$ cat src/rtl/mem_port_arbiter.sv
// mem_port_arbiter
// Shares one memory port between the instruction-fetch requester and the data
// requester. Data wins by default; a starvation counter forces a fetch grant
// after MAX_STARVE consecutive data grants made while a fetch was waiting.
// A fetch flush lets the in-flight memory access finish but drops its response.
// Size encoding on d_size / mem_size: 0 = byte, 1 = halfword, 2 = word.
module mem_port_arbiter #(
    parameter int XLEN       = 32,
    parameter int MAX_STARVE = 4
) (
    input  logic            clk,
    input  logic            rstn,
    // instruction-fetch requester
    input  logic            i_req,
    input  logic [XLEN-1:0] i_adr,
    input  logic            i_flush,
    output logic [XLEN-1:0] i_q,
    output logic            i_ack,
    output logic            i_err,
    // data requester
    input  logic            d_req,
    input  logic [XLEN-1:0] d_adr,
    input  logic [XLEN-1:0] d_d,
    input  logic            d_we,
    input  logic [1:0]      d_size,
    output logic [XLEN-1:0] d_q,
    output logic            d_ack,
    output logic            d_err,
    // shared memory port
    output logic            mem_req,
    output logic [XLEN-1:0] mem_adr,
    output logic [XLEN-1:0] mem_d,
    output logic            mem_we,
    output logic [1:0]      mem_size,
    input  logic [XLEN-1:0] mem_q,
    input  logic            mem_ack,
    input  logic            mem_err
);

    localparam logic [1:0] SIZE_WORD = 2'd2;
    localparam int         CW        = $clog2(MAX_STARVE + 1);
    localparam logic [CW-1:0] STARVE_LIMIT = CW'(MAX_STARVE);

    typedef enum logic [1:0] {
        IDLE,
        BUSY_I,
        BUSY_D
    } state_t;

    state_t        state;
    logic          discard;
    logic [CW-1:0] starve_cnt;

    logic fetch_ok;
    logic grant_d;
    logic grant_i;
    logic term;

    // Grant decision for the IDLE state: data first unless fetch has starved.
    always_comb begin
        // NOTE: every combinational output gets a default first so no path leaves it unassigned (no latch).
        fetch_ok = 1'b0;
        grant_d  = 1'b0;
        grant_i  = 1'b0;
        fetch_ok = i_req & ~i_flush;
        grant_d  = d_req & (~fetch_ok | (starve_cnt != STARVE_LIMIT));
        grant_i  = fetch_ok & ~grant_d;
    end

    assign term = mem_ack | mem_err;

    // Port FSM: grants in IDLE, holds the registered request until termination.
    always_ff @(posedge clk) begin
        // NOTE: state registers use non-blocking assignment so every register samples pre-edge values.
        if (!rstn) begin
            state    <= IDLE;
            mem_req  <= 1'b0;
            mem_we   <= 1'b0;
            mem_adr  <= '0;
            mem_d    <= '0;
            mem_size <= SIZE_WORD;
            discard  <= 1'b0;
        end else begin
            case (state)
                IDLE: begin
                    if (grant_d) begin
                        state    <= BUSY_D;
                        mem_req  <= 1'b1;
                        mem_adr  <= d_adr;
                        mem_d    <= d_d;
                        mem_we   <= d_we;
                        mem_size <= d_size;
                    end else if (grant_i) begin
                        // fetches are word reads; mem_d is left as it was
                        state    <= BUSY_I;
                        mem_req  <= 1'b1;
                        mem_adr  <= i_adr;
                        mem_we   <= 1'b0;
                        mem_size <= SIZE_WORD;
                    end
                end
                BUSY_I: begin
                    if (term) begin
                        state   <= IDLE;
                        mem_req <= 1'b0;
                        discard <= 1'b0;
                    end else if (i_flush) begin
                        discard <= 1'b1;
                    end
                end
                BUSY_D: begin
                    if (term) begin
                        state   <= IDLE;
                        mem_req <= 1'b0;
                    end
                end
                default: begin
                    state   <= IDLE;
                    mem_req <= 1'b0;
                end
            endcase
        end
    end

    // Starvation counter: counts data grants that bypassed a waiting fetch.
    always_ff @(posedge clk) begin
        if (!rstn) begin
            starve_cnt <= '0;
        end else if (!i_req) begin
            starve_cnt <= '0;
        end else if (state == IDLE && grant_i) begin
            starve_cnt <= '0;
        end else if (state == IDLE && grant_d && starve_cnt != STARVE_LIMIT) begin
            starve_cnt <= starve_cnt + CW'(1);
        end
    end

    // Response routing: the current owner sees the termination; flushed fetches see nothing.
    assign d_ack = mem_ack & (state == BUSY_D);
    assign d_err = mem_err & (state == BUSY_D);
    assign i_ack = mem_ack & (state == BUSY_I) & ~discard & ~i_flush;
    assign i_err = mem_err & (state == BUSY_I) & ~discard & ~i_flush;
    assign i_q   = mem_q;
    assign d_q   = mem_q;

endmodule

$ cat config.mk
export PLATFORM = sky130hd
export DESIGN_NAME = mem_port_arbiter
export DESIGN_NICKNAME = d
export VERILOG_FILES = /design/src/rtl/mem_port_arbiter.sv
export SDC_FILE = /design/constraint.sdc
export NUM_CORES = 1
export LEC_CHECK = 0
export ABC_AREA = 1
export CAP_MARGIN = 20
export CORE_AREA = 2 2 108 110
export CTS_BUF_LIST = sky130_fd_sc_hd__clkbuf_2
export CTS_CLUSTER_DIAMETER = 150
export DETAILED_ROUTE_END_ITERATION = 7
export DIE_AREA = 0 0 110 112
export HOLD_SLACK_MARGIN = 0.06
export PLACE_DENSITY = 0.9
export SKIP_CTS_REPAIR_TIMING = 1
export SLEW_MARGIN = 30
export SYNTH_ARGS = -nofsm -noshare
export SYNTH_HDL_FRONTEND = slang
export SYNTH_SLANG_ARGS = --single-unit
$ cat constraint.sdc
create_clock -name clk -period 3.95 [get_ports clk]
set_clock_uncertainty 0.2 [all_clocks]
set_input_delay 0.79 -clock clk [delete_from_list [all_inputs] [get_ports clk]]
set_output_delay 0.79 -clock clk [all_outputs]
set_load 0.005 [all_outputs]
Word-level counts from Yosys, hierarchy flattened
Cells that the tools add are included.
- bitwise gates (word level): 19
- multiplexer cells: 16
- reduce and logical (&&, ||, !) cells: 12
- add/sub/neg operators: 1
- eq/ne operators: 5
- operators with widths (kind ; count):
    two-way mux 32 bit ; 2
    AND 1 bit ; 11
    two-way mux 2 bit ; 5
    AND reduction 2 bit ; 4
    two-way mux 1 bit ; 7
    inequality test 3 bit, second input constant ; 2
    NOT 1 bit ; 6
    one-hot mux 2 bit (2 select lines) ; 1
    nonzero test 2 bit ; 2
    adder 3 x 1 -> 3 bit, second input constant ; 1
    logical AND 1 bit ; 3
    OR reduction 3 bit ; 1
    == test 2 x 1 -> 1 bit, second input constant ; 1
    == test 2 bit, second input constant ; 1
    logical NOT 2 bit ; 1
    inequality test 2 x 1 -> 1 bit, second input constant ; 1
    bitwise OR 1 bit ; 2
    one-hot mux 1 bit (2 select lines) ; 1
    OR reduction 2 bit ; 1
- output and inout port bits: 136
- flip-flop bits (word level): 74

Depth between registers and ports, before layout
Gate-level depths: netlist (run 1).
- depth in word-level cells: 10
- mapped depth: 11
- mapped depth without buffers: 10

Least setup slack after synthesis (run 1)
Ideal clock, no wire load.
- kind: in2out
- from: in i_flush
- to: out i_ack
- cell stages on the path: 1
- slack: 1874 ps
- arrival time: 1086 ps
- data required time: 2960 ps
- path through: nor4_1
- longest elaborated chain between the ends: 2
- ends and longest elaborated chain (element ; line ; RTL):
    from (decl) ; 16 ; input logic i_flush,
    NOT 1 bit ; 141 ; assign i_ack = mem_ack & (state == BUSY_I) & ~discard & ~i_flush;
    AND 1 bit ; 141 ;
    to (decl) ; 18 ; output logic i_ack,
No other way between the ends.

Worst setup path in the final report (run 1)
Ends and elaborated chain as after synthesis.

==> key figures, run 1 <==
Critical path
  – Worst Setup Path Type: primary input to output port
  – Startpoint types: primary input
  – Worst Setup End Kind: output port
  – Crit path DAT: 2.12 ns
  – CP max FO: 5
  – Critical Path RT: 2.96 ns

Timing
  – Max Freq: 0.322 GHz
  – Pin slew with the least headroom to its limit: 0.695 ns
  – # setup viols final: 0
  – Fin crit share: 78.7%
  – Post-route setup slack: 0.841 ns
  – Minimum clock period: 3.11 ns
  – Fin Setup TNS: 0 ns
  – Worst slew margin: 53.6%
  – Final Slew Violations: 0
  – RSZ-0062 raised after global routing: no
  – Final Hold Violating Endpoints: 0

Pwr
  – Tot Pwr: 1.74 mW
  – Worst VDD drop: 0.000156 V
  – Power Dens Cells: 316 nW/um^2
  – Leakage: 2.65 nW

Job
  – Max-cap violations: 0

Die
  – Rows: 39
  – Initial Utilization: 36.5%
  – I/O pins: 274
  – Die ar.: 12300 sq um
  – Die Y: 112 um
  – Core Area: 11200 sq um
  – Die extent in x: 110 um

Final layout
  – Nets: 866
  – Fin cells: 871
  – Layout cell share with drive strength beyond 1: 3.03%
  – P&R area growth vs syn: 34.4%
  – Filler cells: 1070

Global route
  – Initial antenna violation count: 1
  – Largest net degree at the start of global routing: 65
  – Grt ovf: 0
  – Global-route wire length before repair: 16300 um
  – Total Routing Usage GR: 17.2%
  – Vias in the first global route: 3663

Clock network
  – Longest Clk Path Bufs: 2
  – CTS clock-pin slew for the worst setup and hold paths: 0.20 ns
  – Worst-Skew Late Latency: 0.54 ns
  – Clock Tree Root: clkbuf_2
  – TritonCTS clock tree: done
  – H-tree depth: 3
  – CTS Buf Count: 9
  – Clock sinks: 74

Routing
  – Final wirelength: 10400 um
  – Routed len/inst: 11.9 um
  – Post-route ant nets: 0
  – Via count: 3859
  – DRT iter0 DRCs: 205
  – Vias per cell: 4.43
  – DR DRC count: 0
  – Pre-antenna DRT Iters: 4

Synthesis
  – Syn Nets: 771
  – Number of synthesized register bits: 74
  – Sequential-to-total area share from yosys stat: 36.3%
  – Synth Cell Area: 4080 sq um
  – Synthesis Warnings: 0
  – Cells after Synth: 628
  – Post-Synthesis Mean Instance Area: 6.50 sq um
  – Distinct cells, synth: 22

Placed design
  – Dpl hpwl: 7590 um
  – Placed cell count: 855
  – Setup WS pre-CTS: 0.830 ns
  – Routability cong.: 0.815
  – I/O Buffers: 177

Status
  – Status: finished clean

Hold path
  – Worst hold path class: flop to flop
## sequential cells by signal, indices dropped and copies added (netlist names)
| name | count |
|---|---|
| discard | 1 |
| mem_adr | 32 |
| mem_d | 32 |
| mem_req | 1 |
| mem_size | 2 |
| mem_we | 1 |
| starve_cnt | 3 |
| state | 2 |
## routing by layer
layer  routed length, um  up-vias  track usage (%)
li1                    -     2001                -
met5                   0        -                0
met2                4710      170             28.7
met4                 646        0             13.7
met1                3920     1631             16.3
met3                1130       57             7.03
## worst max-delay path: stages
cell and delay (ns):
clkdlybuf4s50_1 0.49, nor4_1 0.29, clkdlybuf4s50_1 0.55
## logic make-up after synthesis
family                     count (synthesis)  synth area share (%)
DFF                                       74                  36.3
and+or+nand+nor                          292                  30.1
buffers and inverters                    212                  26.3
AOI/OAI and AO/OA                         43                  5.33
xor gates and xnor gates                   2                 0.429
adders and majority gates                  5                  1.53
## final timing paths
path	from	to	slack (ns)	cells after the start
worst max-delay path	i_flush	i_ack	0.84	3
worst min-delay path	mem_req	mem_req	0.28	2
worst max register to register	starve_cnt[0]	mem_d[12]	1.58	9
worst min register to register	mem_req	mem_req	0.28	2
## metrics by stage
stage,cell area (sq um),utilization [%],hold slack [ns]
floorplan,4080,-,0.260
global placement,5420,48.5,0.251
detailed placement,5420,48.5,0.259
CTS,5490,49.1,0.282
global route,5490,49.1,0.312
finish,5490,49.1,0.280
## where the power goes
part           internal, mW  total (mW)  switching, mW
sequential            0.825       0.863         0.0384
clock                0.0692       0.333          0.264
combinational         0.302       0.539          0.237
total                  1.20        1.74          0.540
## cells in the final DEF (no fill, tap or decap)
cell type	instances
a21oi_1	40
nor3_1	1
inv_2	4
nand3_1	68
buf_4	2
inv_1	113
diode_2	1
ha_1	5
clkbuf_2	9
xnor2_1	1
clkinv_2	2
nand2_4	3
nor2_2	1
o21ai_1	2
nand4_1	2
dfxtp_1	74
clkinv_1	4
nand2_1	145
nand3_4	1
nor2_1	69
clkdlybuf4s50_1	177
nor4_1	2
xor2_1	1
o21bai_1	1
## cell usage after synthesis (all sizes together)
| master | n | area [sq um] |
|---|---|---|
| a21oi | 40 | 200 |
| buf | 89 | 612 |
| clkbuf | 6 | 22.5 |
| dfxtp | 74 | 1480 |
| ha | 5 | 62.6 |
| inv | 117 | 439 |
| nand2 | 148 | 578 |
| nand3 | 69 | 358 |
| nand4 | 2 | 12.5 |
| nor2 | 70 | 265 |
| nor3 | 1 | 5.00 |
| nor4 | 2 | 12.5 |
| o21ai | 2 | 10.0 |
| o21bai | 1 | 7.51 |
| xnor2 | 1 | 8.76 |
| xor2 | 1 | 8.76 |
## final cells by class
class / instances / area (sq um) / area share, %
clock buffers: 9 / 45.0 / 0.821
multi-input cells: 342 / 1530 / 27.9
diodes: 1 / 2.50 / 0.0456
flip-flops and latches: 74 / 1480 / 27.0
repair buffers: 179 / 1790 / 32.6
well taps: 143 / 179 / 3.26
inverters: 117 / 439 / 8.00
clock inverters: 6 / 25.0 / 0.456
No activity file was read; power rests on OpenSTA's default activity.
==> run 2, diff against run 1 <==
Settings changed: CORE_AREA 2 2 108 110 to unset, CORE_UTILIZATION set to 33, DIE_AREA 0 0 110 112 to unset, PLACE_DENSITY 0.9 to 0.86.
Clock period 3.95 ns to 2.7 ns, I/O delays scaled along.
==> run 2 against run 1 <==
Compared with the run above: setup slack got worse by 0.60 ns; clock power up 38%; die area rose by 4.1%; largest power group unchanged; highest routed layer unchanged.
==> key figures, run 2 (synthesized netlist as in run 1, its figures left out) <==
Critical path
  – Critical path endpoint: d_err
  – R2R Path Start: state[0]
  – R2R cell count: 7 (-2)
  – Reg2reg end: mem_adr[8]
  – Worst Setup Path Type: flop to output port
  – Crit path DAT: 1.72 ns (-0.40 ns)
  – Startpoint types: flop
  – Critical Path RT: 1.96 ns (-1.00 ns)
  – Crit path from: state[0]
  – Worst Setup End Kind: output port
  – CP max FO: 3 (-2)
  – Flop-to-flop setup slack: 0.85 ns (-0.73 ns)

Routing
  – DR DRC count: 0 (unchanged)
  – Routed len/inst: 11.0 um (-7.7%)
  – Pre-antenna DRT Iters: 4 (unchanged)
  – DRT iter0 DRCs: 166 (-19%)
  – Via count: 3846 (-0.34%)
  – Vias per cell: 4.27 (-3.7%)
  – Final wirelength: 9920 um (-4.5%)
  – Post-route ant nets: 0 (unchanged)

Pwr
  – Tot Pwr: 2.54 mW (+46%)
  – Leakage: 2.74 nW (+3.3%)
  – Power Dens Cells: 452 nW/um^2 (+43%)
  – Worst VDD drop: 0.000212 V (+36%)

Global route
  – Global-route wire length before repair: 15500 um (-5.0%)
  – Initial antenna violation count: 0 (-1)
  – Grt ovf: 0 (unchanged)
  – Vias in the first global route: 3381 (-7.7%)
  – Total Routing Usage GR: 15.6% (-1.6 points)
  – Largest net degree at the start of global routing: 37 (-43%)

Die
  – Die Y: 113 um (+1.1%)
  – Die extent in x: 113 um (+3.0%)
  – Rows: 40 (+2.6%)
  – Core Area: 12100 sq um (+7.9%)
  – I/O pins: 274 (unchanged)
  – Initial Utilization: 33.9% (-2.7 points)
  – Die ar.: 12800 sq um (+4.1%)

Timing
  – Final Hold Violating Endpoints: 0 (unchanged)
  – RSZ-0062 raised after global routing: no
  – Hold_ws: 0.287 ns (+0.00678 ns)
  – Worst slew margin: 72.6% (+19 points)
  – Minimum clock period: 2.46 ns
  – Final Slew Violations: 0 (unchanged)
  – # setup viols final: 0 (unchanged)
  – Pin slew with the least headroom to its limit: 0.411 ns (-0.284 ns)
  – Max Freq: 0.407 GHz
  – Fin crit share: 91.0%

Clock network
  – H-tree depth: 3 (unchanged)
  – Worst-Skew Late Latency: 0.51 ns (-0.03 ns)
  – TritonCTS clock tree: done
  – Longest Clk Path Bufs: 2 (unchanged)
  – CTS Buf Count: 9 (unchanged)
  – Clock sinks: 74 (unchanged)
  – CTS clock-pin slew for the worst setup and hold paths: 0.18 ns (-0.02 ns)
  – Clock Tree Root: clkbuf_2

Final layout
  – P&R area growth vs syn: 37.7%
  – Layout cell share with drive strength beyond 1: 4.37% (+1.3 points)
  – Fin cells: 901 (+3.4%)
  – Commonest non-fill, non-tap cells in the layout: 175 x clkdlybuf4s50_1, 145 x nand2_1, 113 x inv_1, 74 x dfxtp_1, 69 x nor2_1
  – Commonest non-fill, non-tap cell in the layout: clkdlybuf4s50_1
  – Nets: 875 (+1.0%)
  – Ant diodes: 0 (-1)
  – Fin util: 46.6% (-2.5 points)
  – Filler cells: 1183 (+11%)
  – Top Registers: mem_adr (32), mem_d (32), starve_cnt (3)

Job
  – Max-cap violations: 0 (unchanged)

Hold path
  – Hold path depth: 2 (unchanged)
  – Worst hold path class: flop to flop

Status
  – Status: finished clean

Placed design
  – I/O Buffers: 177 (unchanged)
  – Placed cell count: 889 (+4.0%)
  – Dpl hpwl: 7440 um (-2.1%)
  – Routability cong.: 0.732 (-10%)
==> run 2: cell types whose count changed in the layout (fill, tap and decap cells not counted), sizes merged <==
cell and change:
diode -1, clkinv -4, dlymetal6s2s +2, clkdlybuf4s50 -2, clkbuf +1, buf +9
==> run 2: where the power goes <==
part / switching (mW) / leakage [nW] / internal, mW
Sequential: 0.0564 / 0.613 / 1.21
Clock: 0.359 / 0.0470 / 0.101
Combinational: 0.351 / 2.08 / 0.465
==> run 2: worst min path at each step <==
stage | from | end | slack [ns]
after global routing | d_d[22] | mem_d[22] | 0.32
after CTS | mem_req | mem_req | 0.29
final | mem_req | mem_req | 0.29
after global placement | mem_we | mem_we | 0.25
after detailed placement | mem_req | mem_req | 0.26
after floorplan | mem_req | mem_req | 0.26
==> run 2: final cells by class <==
type	count	area, sq um	area share (%)
Sequential cell	74	1480	26.4
Timing Repair Buffer	188	1900	33.7
Tap cell	168	210	3.74
Inverter	117	439	7.81
Clock buffer	10	50.0	0.890
Clock inverter	2	8.76	0.156
Multi-Input combinational cell	342	1540	27.3
==> run 2: metrics by stage <==
stage | cell area (sq um) | setup TNS [ns] | setup WS (ns)
2_1_floorplan | 4080 | 0 | 1.06
3_3_place_gp | 5550 | 0 | 0.182
3_5_place_dp | 5550 | 0 | 0.145
4_1_cts | 5610 | -0.174 | -0.100
5_1_grt | 5620 | 0 | 0.0380
6_report | 5620 | 0 | 0.244
==> run 2: worst max-delay path: stages (launching register included) <==
cell and delay [ns]:
dfxtp_1 0.40, inv_1 0.07, ha_1 0.21, nand2_1 0.06
inv_1 0.03, clkdlybuf4s50_1 0.43
==> run 2: per-layer routing <==
layer / share of wire, % / track usage [%] / routed length [um]
met1: 41 / 16.4 / 4110
met2: 45 / 26.5 / 4510
met3: 9.2 / 5.36 / 913
met4: 4.0 / 10.2 / 394
met5: 0 / 0 / 0
